<file path="src/rtl/ev20_pkg.sv">
// Shared EV20 definitions: default address width and the PC operation encoding
// used by both the instruction decoder and the PC unit.
package ev20_pkg;

    localparam int EV20_AW = 11;

    typedef logic [2:0] pc_op_t;

    localparam pc_op_t OP_INC  = 3'd0;
    localparam pc_op_t OP_LOAD = 3'd1;
    localparam pc_op_t OP_CALL = 3'd2;
    localparam pc_op_t OP_RET  = 3'd3;
    localparam pc_op_t OP_BR   = 3'd4;

endpackage

</file>
<file path="src/rtl/ev20_ret_stack.sv">
// Hardware return-address stack: DEPTH x AW LIFO with occupancy count.
// Pushes when full and pops when empty are refused, so entries never wrap.
module ev20_ret_stack #(
    parameter int AW    = 11,
    parameter int DEPTH = 4,
    parameter int SPW   = $clog2(DEPTH + 1)
) (
    input  logic           clk,
    input  logic           res,
    input  logic           push,
    input  logic           pop,
    input  logic [AW-1:0]  din,
    output logic [AW-1:0]  dout,
    output logic [SPW-1:0] sp,
    output logic           full,
    output logic           empty
);

    logic [AW-1:0] entries [DEPTH];

    // Contents are don't-care after reset, so the array carries no reset.
    always_ff @(posedge clk) begin
        for (int i = 0; i < DEPTH; i++) begin
            if (push && !full && sp == SPW'(i)) begin
                entries[i] <= din;
            end
        end
    end

    always_ff @(posedge clk or posedge res) begin
        if (res) begin
            sp <= '0;
        end else if (push && !full) begin
            sp <= sp + SPW'(1);
        end else if (pop && !empty) begin
            sp <= sp - SPW'(1);
        end
    end

    always_comb begin
        dout = '0;
        for (int i = 0; i < DEPTH; i++) begin
            if (sp == SPW'(i + 1)) begin
                dout = entries[i];
            end
        end
    end

    assign full  = (sp == SPW'(DEPTH));
    assign empty = (sp == '0);

endmodule

</file>
<file path="src/rtl/ev20_pc_unit.sv">
// EV20 program counter: increment, jump, relative branch, call and return
// through a hardware return-address stack, with sticky overflow/underflow flags.
module ev20_pc_unit
    import ev20_pkg::*;
#(
    parameter int            AW        = EV20_AW,
    parameter int            OW        = 8,
    parameter int            DEPTH     = 4,
    parameter logic [AW-1:0] RESET_VEC = '0
) (
    input  logic                         clk,
    input  logic                         res,
    input  logic                         en,
    input  logic                         load,
    input  logic                         call,
    input  logic                         ret,
    input  logic                         br,
    input  logic [AW-1:0]                tgt,
    input  logic [OW-1:0]                off,
    input  logic                         err_clr,
    output logic [AW-1:0]                pc,
    output logic [$clog2(DEPTH+1)-1:0]   sp,
    output logic                         stk_empty,
    output logic                         stk_full,
    output logic                         ovf,
    output logic                         unf
);

    pc_op_t        op;
    logic [AW-1:0] pcInc;
    logic [AW-1:0] pcNext;
    logic [AW-1:0] offExt;
    logic [AW-1:0] stackTop;
    logic          push;
    logic          pop;

    // Only the highest-priority request survives; the rest are dropped.
    always_comb begin
        op = OP_INC;
        if (load) begin
            op = OP_LOAD;
        end else if (call) begin
            op = OP_CALL;
        end else if (ret) begin
            op = OP_RET;
        end else if (br) begin
            op = OP_BR;
        end
    end

    assign pcInc  = pc + AW'(1);
    assign offExt = AW'(signed'(off));
    assign push   = en && (op == OP_CALL);
    assign pop    = en && (op == OP_RET);

    always_comb begin
        pcNext = pcInc;
        case (op)
            OP_LOAD, OP_CALL: pcNext = tgt;
            OP_RET:           pcNext = stk_empty ? pcInc : stackTop;
            OP_BR:            pcNext = pc + offExt;
            default:          pcNext = pcInc;
        endcase
    end

    ev20_ret_stack #(
        .AW    (AW),
        .DEPTH (DEPTH),
        .SPW   ($clog2(DEPTH + 1))
    ) u_stack (
        .clk   (clk),
        .res   (res),
        .push  (push),
        .pop   (pop),
        .din   (pcInc),
        .dout  (stackTop),
        .sp    (sp),
        .full  (stk_full),
        .empty (stk_empty)
    );

    always_ff @(posedge clk or posedge res) begin
        if (res) begin
            pc <= RESET_VEC;
        end else if (en) begin
            pc <= pcNext;
        end
    end

    // Clearing is honoured even while stalled; a fresh error in the same cycle wins.
    always_ff @(posedge clk or posedge res) begin
        if (res) begin
            ovf <= 1'b0;
            unf <= 1'b0;
        end else begin
            if (err_clr) begin
                ovf <= 1'b0;
                unf <= 1'b0;
            end
            if (push && stk_full) begin
                ovf <= 1'b1;
            end
            if (pop && stk_empty) begin
                unf <= 1'b1;
            end
        end
    end

endmodule
</file>
<file path="config.mk">
export PLATFORM = sky130hd
export DESIGN_NAME = ev20_pc_unit
export DESIGN_NICKNAME = d
export VERILOG_FILES = /design/src/rtl/ev20_pkg.sv /design/src/rtl/ev20_ret_stack.sv /design/src/rtl/ev20_pc_unit.sv
export SDC_FILE = /design/constraint.sdc
export NUM_CORES = 1
export LEC_CHECK = 0
export ABC_AREA = 1
export BUFFER_PORTS_ARGS = -buffer_cell sky130_fd_sc_hd__buf_2
export CAP_MARGIN = 15
export CORE_MARGIN = 3
export CORE_UTILIZATION = 35
export DETAILED_ROUTE_END_ITERATION = 10
export SLEW_MARGIN = 25
export SYNTH_ARGS = -nofsm -noshare
export SYNTH_HDL_FRONTEND = slang
export SYNTH_SLANG_ARGS = --single-unit
</file>
<file path="constraint.sdc">
create_clock -name clk -period 3.2 [get_ports clk]
set_input_delay 0.16 -clock clk [delete_from_list [all_inputs] [get_ports clk]]
set_output_delay 0.16 -clock clk [all_outputs]
set_load 0.01 [all_outputs]
</file>
# Word level (Yosys, flattened, before mapping)

Memories as Yosys holds them, arrays and structs flattened.
Cells that the tools add are included.

Register bits: 16
Bits in writable memories: 44
Input bits: 27
Output and inout port bits: 18
Logic and storage cells: 69
Memories: 1

Add/subtract/negate cells: 4
Equality and inequality tests: 8
Muxes and demuxes: 32
Reductions and logical operators: 20

Memory list:

| memory          | words | width | rd ports | clocked after memory_dff | write ports | line                 | text |
|---|---|---|---|---|---|---|---|
| u_stack.entries | 4     | 11    | 4        | 0                        | 1           | ev20_ret_stack.sv:19 | `logic [AW-1:0] entries [DEPTH];` |

Operators with widths:

| kind                                                               | number |
|---|---|
| 11-bit two-way mux                                                 | 8 |
| 11-bit case mux with 3 select lines                                | 1 |
| 11-bit OR reduction                                                | 3 |
| 3-bit two-way mux                                                  | 6 |
| 1-bit two-way mux                                                  | 14 |
| 3-bit by 2-bit == test with 1-bit output, second input constant    | 4 |
| 11-bit by 1-bit adder with 11-bit output, second input constant    | 1 |
| 11-bit adder                                                       | 1 |
| 1-bit logical AND                                                  | 10 |
| 3-bit by 1-bit == test with 1-bit output, second input constant    | 2 |
| 3-bit == test, second input constant                               | 2 |
| 2-bit two-way mux                                                  | 3 |
| 2-bit nonzero test                                                 | 3 |
| 3-bit by 1-bit adder with 3-bit output, second input constant      | 1 |
| 3-bit logical NOT                                                  | 1 |
| 3-bit by 1-bit subtractor with 3-bit output, second input constant | 1 |
| 1-bit logical NOT                                                  | 2 |
| 2-bit OR reduction                                                 | 1 |

# Longest topological paths before layout

Depth after elaboration: 14
Gate-level depth with buffers: 13
Mapped depth without buffers: 12

# Hierarchy

Synthesis repeated with hierarchy kept, for this count alone.

Cell total of the unflattened synthesis: 477
Area total of the unflattened synthesis: 3836.2 µm²

By module, submodules not included:

| module         | times used | cells each | area an instance (µm²) | seq. area each (µm²) |
|---|---|---|---|---|
| ev20_ret_stack | 1          | 208        | 2153.3                 | 1396.3 |
| ev20_pc_unit   | 1          | 269        | 1682.9                 | 325.3 |

# Worst setup path before layout

OpenSTA, ideal clock, no wires.

Path type: register to register
From: register u_stack.sp[2]
To: memory u_stack.entries[3][0] (enable)
Setup time: 0.378 ns
Arrival: 1.776 ns
Data required time: 2.822 ns
Path slack: 1.046 ns
Cell stages (with the launch flop): 8
Path buffers: 3
Clock period less this slack: 2.154 ns
Cell sequence: dfrtp_1 > inv_2 > buf_4 > ha_1 > buf_2 > inv_1 > buf_2 > nor2_1

Longest elaborated chain between the ends: 10
Elaborated cells on any way between the ends: 28
Those cells by class: 4 x eq/ne; 14 x mux; 10 x reduce/logical

RTL lines:

| what                                                                                  | line                 | text |
|---|---|---|
| start, declared                                                                       | ev20_ret_stack.sv:14 | `output logic [SPW-1:0] sp,` |
| start signal, assigned                                                                | ev20_ret_stack.sv:34 | `sp <= sp + SPW'(1);` |
| start signal, assigned                                                                | ev20_ret_stack.sv:36 | `sp <= sp - SPW'(1);` |
| 3-bit == test                                                                         | ev20_ret_stack.sv:49 | `assign full = (sp == SPW'(DEPTH));` |
| 1-bit logical NOT                                                                     | ev20_ret_stack.sv:24 | `if (push && !full && sp == SPW'(i)) begin` |
| 1-bit logical AND (2 in series)                                                       | ev20_ret_stack.sv:24 |  |
| 1-bit two-way mux                                                                     | ev20_ret_stack.sv:24 |  |
| 1-bit two-way mux (implied by the code)                                               | ev20_ret_stack.sv:25 | `entries[i] <= din;` |
| 11-bit OR reduction (no line)                                                         | --                   |  |
| 2-bit two-way mux (no line) / 1-bit two-way mux (equally long branches) (3 in series) | --                   |  |
| end, declared                                                                         | ev20_ret_stack.sv:19 |  |

Parallel ways exist; a longest one is shown, timed or not.

# Final worst setup path

From: register u_stack.sp[0]
To: memory u_stack.entries[0][2] (enable)

The elaborated chain is that of the path after synthesis.

==> impl_metrics.env <==
export IMPL_outcome="finished, final reports clean"
export IMPL_synth_area_um2=3686
export IMPL_relSlewSlack_pct=34.59
export IMPL_drv_slew=0
export IMPL_p_switching_mw=1.171
export IMPL_hold_viol=0
export IMPL_track_usage_pct=17.24
export IMPL_synth_nets=507
export IMPL_row_count=36
export IMPL_yosys_warnings=0
export IMPL_worst_slack_ps=600.2
export IMPL_start_kind="flip-flop"
export IMPL_drtPass1Iterations=5
export IMPL_power_leakage_nw=1.977
export IMPL_criticalPathCategory="reg2reg"
export IMPL_cts_tree="built"
export IMPL_maxCapViolCount=0
export IMPL_routed_wl_mm=9.697
export IMPL_tns_ps=0
export IMPL_fp_dieW_um=108.6
export IMPL_cp_cell_sequence="inv_1 > ha_1 > nand2_1 > buf_4 > nand2_1 > nor2_1"
export IMPL_grt_pass1_vias=3010
export IMPL_ys_seq_area_share_pct=46.71
export IMPL_p_per_area_nw_per_um2=671.4
export IMPL_area_growth_pct=15.31
export IMPL_clkLatencyLatePin_ps=350
export IMPL_htree_levels=3
export IMPL_drc=0
export IMPL_cp_slowest_cell="nor2_1"
export IMPL_clkPwrFrac_pct=24.2
export IMPL_synth_edff_count=44
export IMPL_grt_pass1_wl_mm=15.43
export IMPL_overflow=0
export IMPL_numCtsBuffers=9
export IMPL_dr_total_vias=3270
export IMPL_worst_path_max_fanout=13
export IMPL_detail_route_wl_per_cell_um=14.96
export IMPL_antenna_found_initial=0
export IMPL_n_antenna_cell=0
export IMPL_worst_ep_required_time_ps=3170
export IMPL_power_frac_comb_pct=39.6
export IMPL_p_sw_share_pct=41.02
export IMPL_synth_area_leader_cell="edfxtp_1"
export IMPL_yosysMostFrequentCell="nand2_1"
export IMPL_path_clk_slew_ps=80
export IMPL_clock_path_buffers=2
export IMPL_synth_main_ff_cell="edfxtp_1"
export IMPL_tightest_slew_ps=977.5
export IMPL_internal_power_mw=1.683
export IMPL_utilization_pct=42.50
export IMPL_die_h_um=108.6
export IMPL_die_area_um2=11800
export IMPL_synth_seq_cells=60
export IMPL_endpoint_kind="flip-flop"
export IMPL_crit_top_cell="nand2_1"
export IMPL_grt_max_degree=17
export IMPL_async_flop_share_pct=26.67
export IMPL_sequentialPowerShare_pct=36.2
export IMPL_core_area_um2=10000
export IMPL_routed_via_density=5.046
export IMPL_cts_sinks=60
export IMPL_hp_class="in2reg"
export IMPL_fin_nets=555
export IMPL_ioPinCount=45
export IMPL_rsz0062_at_grt="no"
export IMPL_slowest_delay_ps=800
export IMPL_arrival_ps=2570
export IMPL_io_buffers=44
export IMPL_fin_crit_ps=2600
export IMPL_synth_area_per_cell_um2=7.978
export IMPL_synth_common_cells="nand2_1 (148), nor2_1 (49), nand3_1 (46)"
export IMPL_place_congestion=0.8969
export IMPL_ant_nets=0
export IMPL_drt_iter0_markers=273
export IMPL_dp_hpwl_mm=7.441
export IMPL_ir_worst_vdd_v=0.0003420
export IMPL_synth_cell_types=32
export IMPL_yosysTopAreaCellShare_pct=35.85
export IMPL_clockRootBuffer="clkbuf_8"
export IMPL_crit_buf_inv=2
export IMPL_start_util_pct=36.86
export IMPL_drive_gt1_share_pct=15.92
export IMPL_pre_cts_ws_ps=588.5
export IMPL_period_share_pct=81.24
export IMPL_setup_violations_final=0
export IMPL_path_delay_family="simple AND/OR/NAND/NOR gates"
export IMPL_fmax_mhz=384.6
export IMPL_skew_ps=9.984
export IMPL_synth_area_leaders="edfxtp_1 (36%), nand2_1 (15%), dfrtp_1 (11%)"
export IMPL_syn_instance_count=462
## routing by layer
layer / vias up / part of all wire [%] / track usage [%]
met3: 16 / 5.4 / 2.901
met5: - / 0 / 0
li1: 1624 / - / -
met2: 105 / 46 / 26.21
met1: 1525 / 47 / 24.51
met4: 0 / 1.9 / 6.853
## flip-flops by register name, summed over array words and instances (netlist names)
name,flops
ovf,1
pc,11
u_stack.entries,44
u_stack.sp,3
unf,1
## power by group through the flow
stage / sequential, mW / combinational (mW) / clock (mW)
floorplan: 1.04 / 0.778 / 0
global placement: 1.04 / 1.12 / 0
detailed placement: 1.05 / 1.12 / 0
CTS: 1.03 / 1.13 / 0.703
global route: 1.04 / 1.29 / 0.725
finish: 1.03 / 1.13 / 0.691
## path summary, 6_finish.rpt
kind,startpoint,endpoint,slack [ps],cells after the start
worst min register to register,ovf,ovf,530,2
worst min-delay path,err_clr,unf,20,2
min in group asynchronous,res,pc[7],450,3
worst max-delay path,u_stack.sp[0],u_stack.entries[0][2],600,6
max in group asynchronous,res,pc[2],2310,3
worst max register to register,u_stack.sp[0],u_stack.entries[0][2],600,6
## layout by cell type, fill, tap and decap left out, types with 2 or more instances in the layout
master,instances
o22ai_1,3
dfrtp_1,16
xnor2_1,2
buf_2,44
clkinvlp_4,2
nand3_1,46
o21ai_0,9
o21ai_1,8
xor2_1,6
clkinv_4,2
nand4_1,6
inv_1,42
o211ai_1,4
buf_4,2
nor2_2,4
or2_2,2
nand2_1,148
a21oi_1,19
nand2_2,3
a22oi_1,2
ha_1,17
inv_2,7
nand3b_1,7
clkbuf_8,9
nor2_1,49
edfxtp_1,44
## kinds of logic (layout without fill, tap and decap cells)
| logic type | Yosys count | after routing | share of synthesized area, % |
|---|---|---|---|
| adders and majority gates | 18 | 18 | 6.314 |
| DFF | 60 | 60 | 46.71 |
| buffers and inverters | 59 | 112 | 6.280 |
| and+or+nand+nor | 269 | 269 | 31.50 |
| xor gates and xnor gates | 8 | 8 | 1.901 |
| AOI/OAI and AO/OA | 48 | 48 | 7.298 |
## cell type report
type                       count  area [um^2]
fill                        1010         5749
sequential                    60         1722
clock inverter                 7        76.32
inverter                      49        183.9
clock buffer                   9        123.9
timing repair buffer          47        245.2
multi-input combinational    343         1733
tap                          133        166.4
## per-stage QoR
stage | total power [mW] | hold slack (ps) | area [um^2] | cells
2_1_floorplan | 1.818 | 73.74 | 3686 | 462
3_3_place_gp | 2.163 | 285.7 | 4040 | 631
3_5_place_dp | 2.174 | 318.1 | 4040 | 631
4_1_cts | 2.868 | 2.855 | 4250 | 648
5_1_grt | 3.060 | 12.19 | 4250 | 648
6_report | 2.854 | 19.00 | 4250 | 648
## what timing repair did
item                      4_1_cts  5_1_grt
hold buffers                    1        0
setup buffers                   0        0
gates resized for setup         0        0
hold endpoints to repair       16        0
Note: power is estimated with default switching activity, not from simulation.
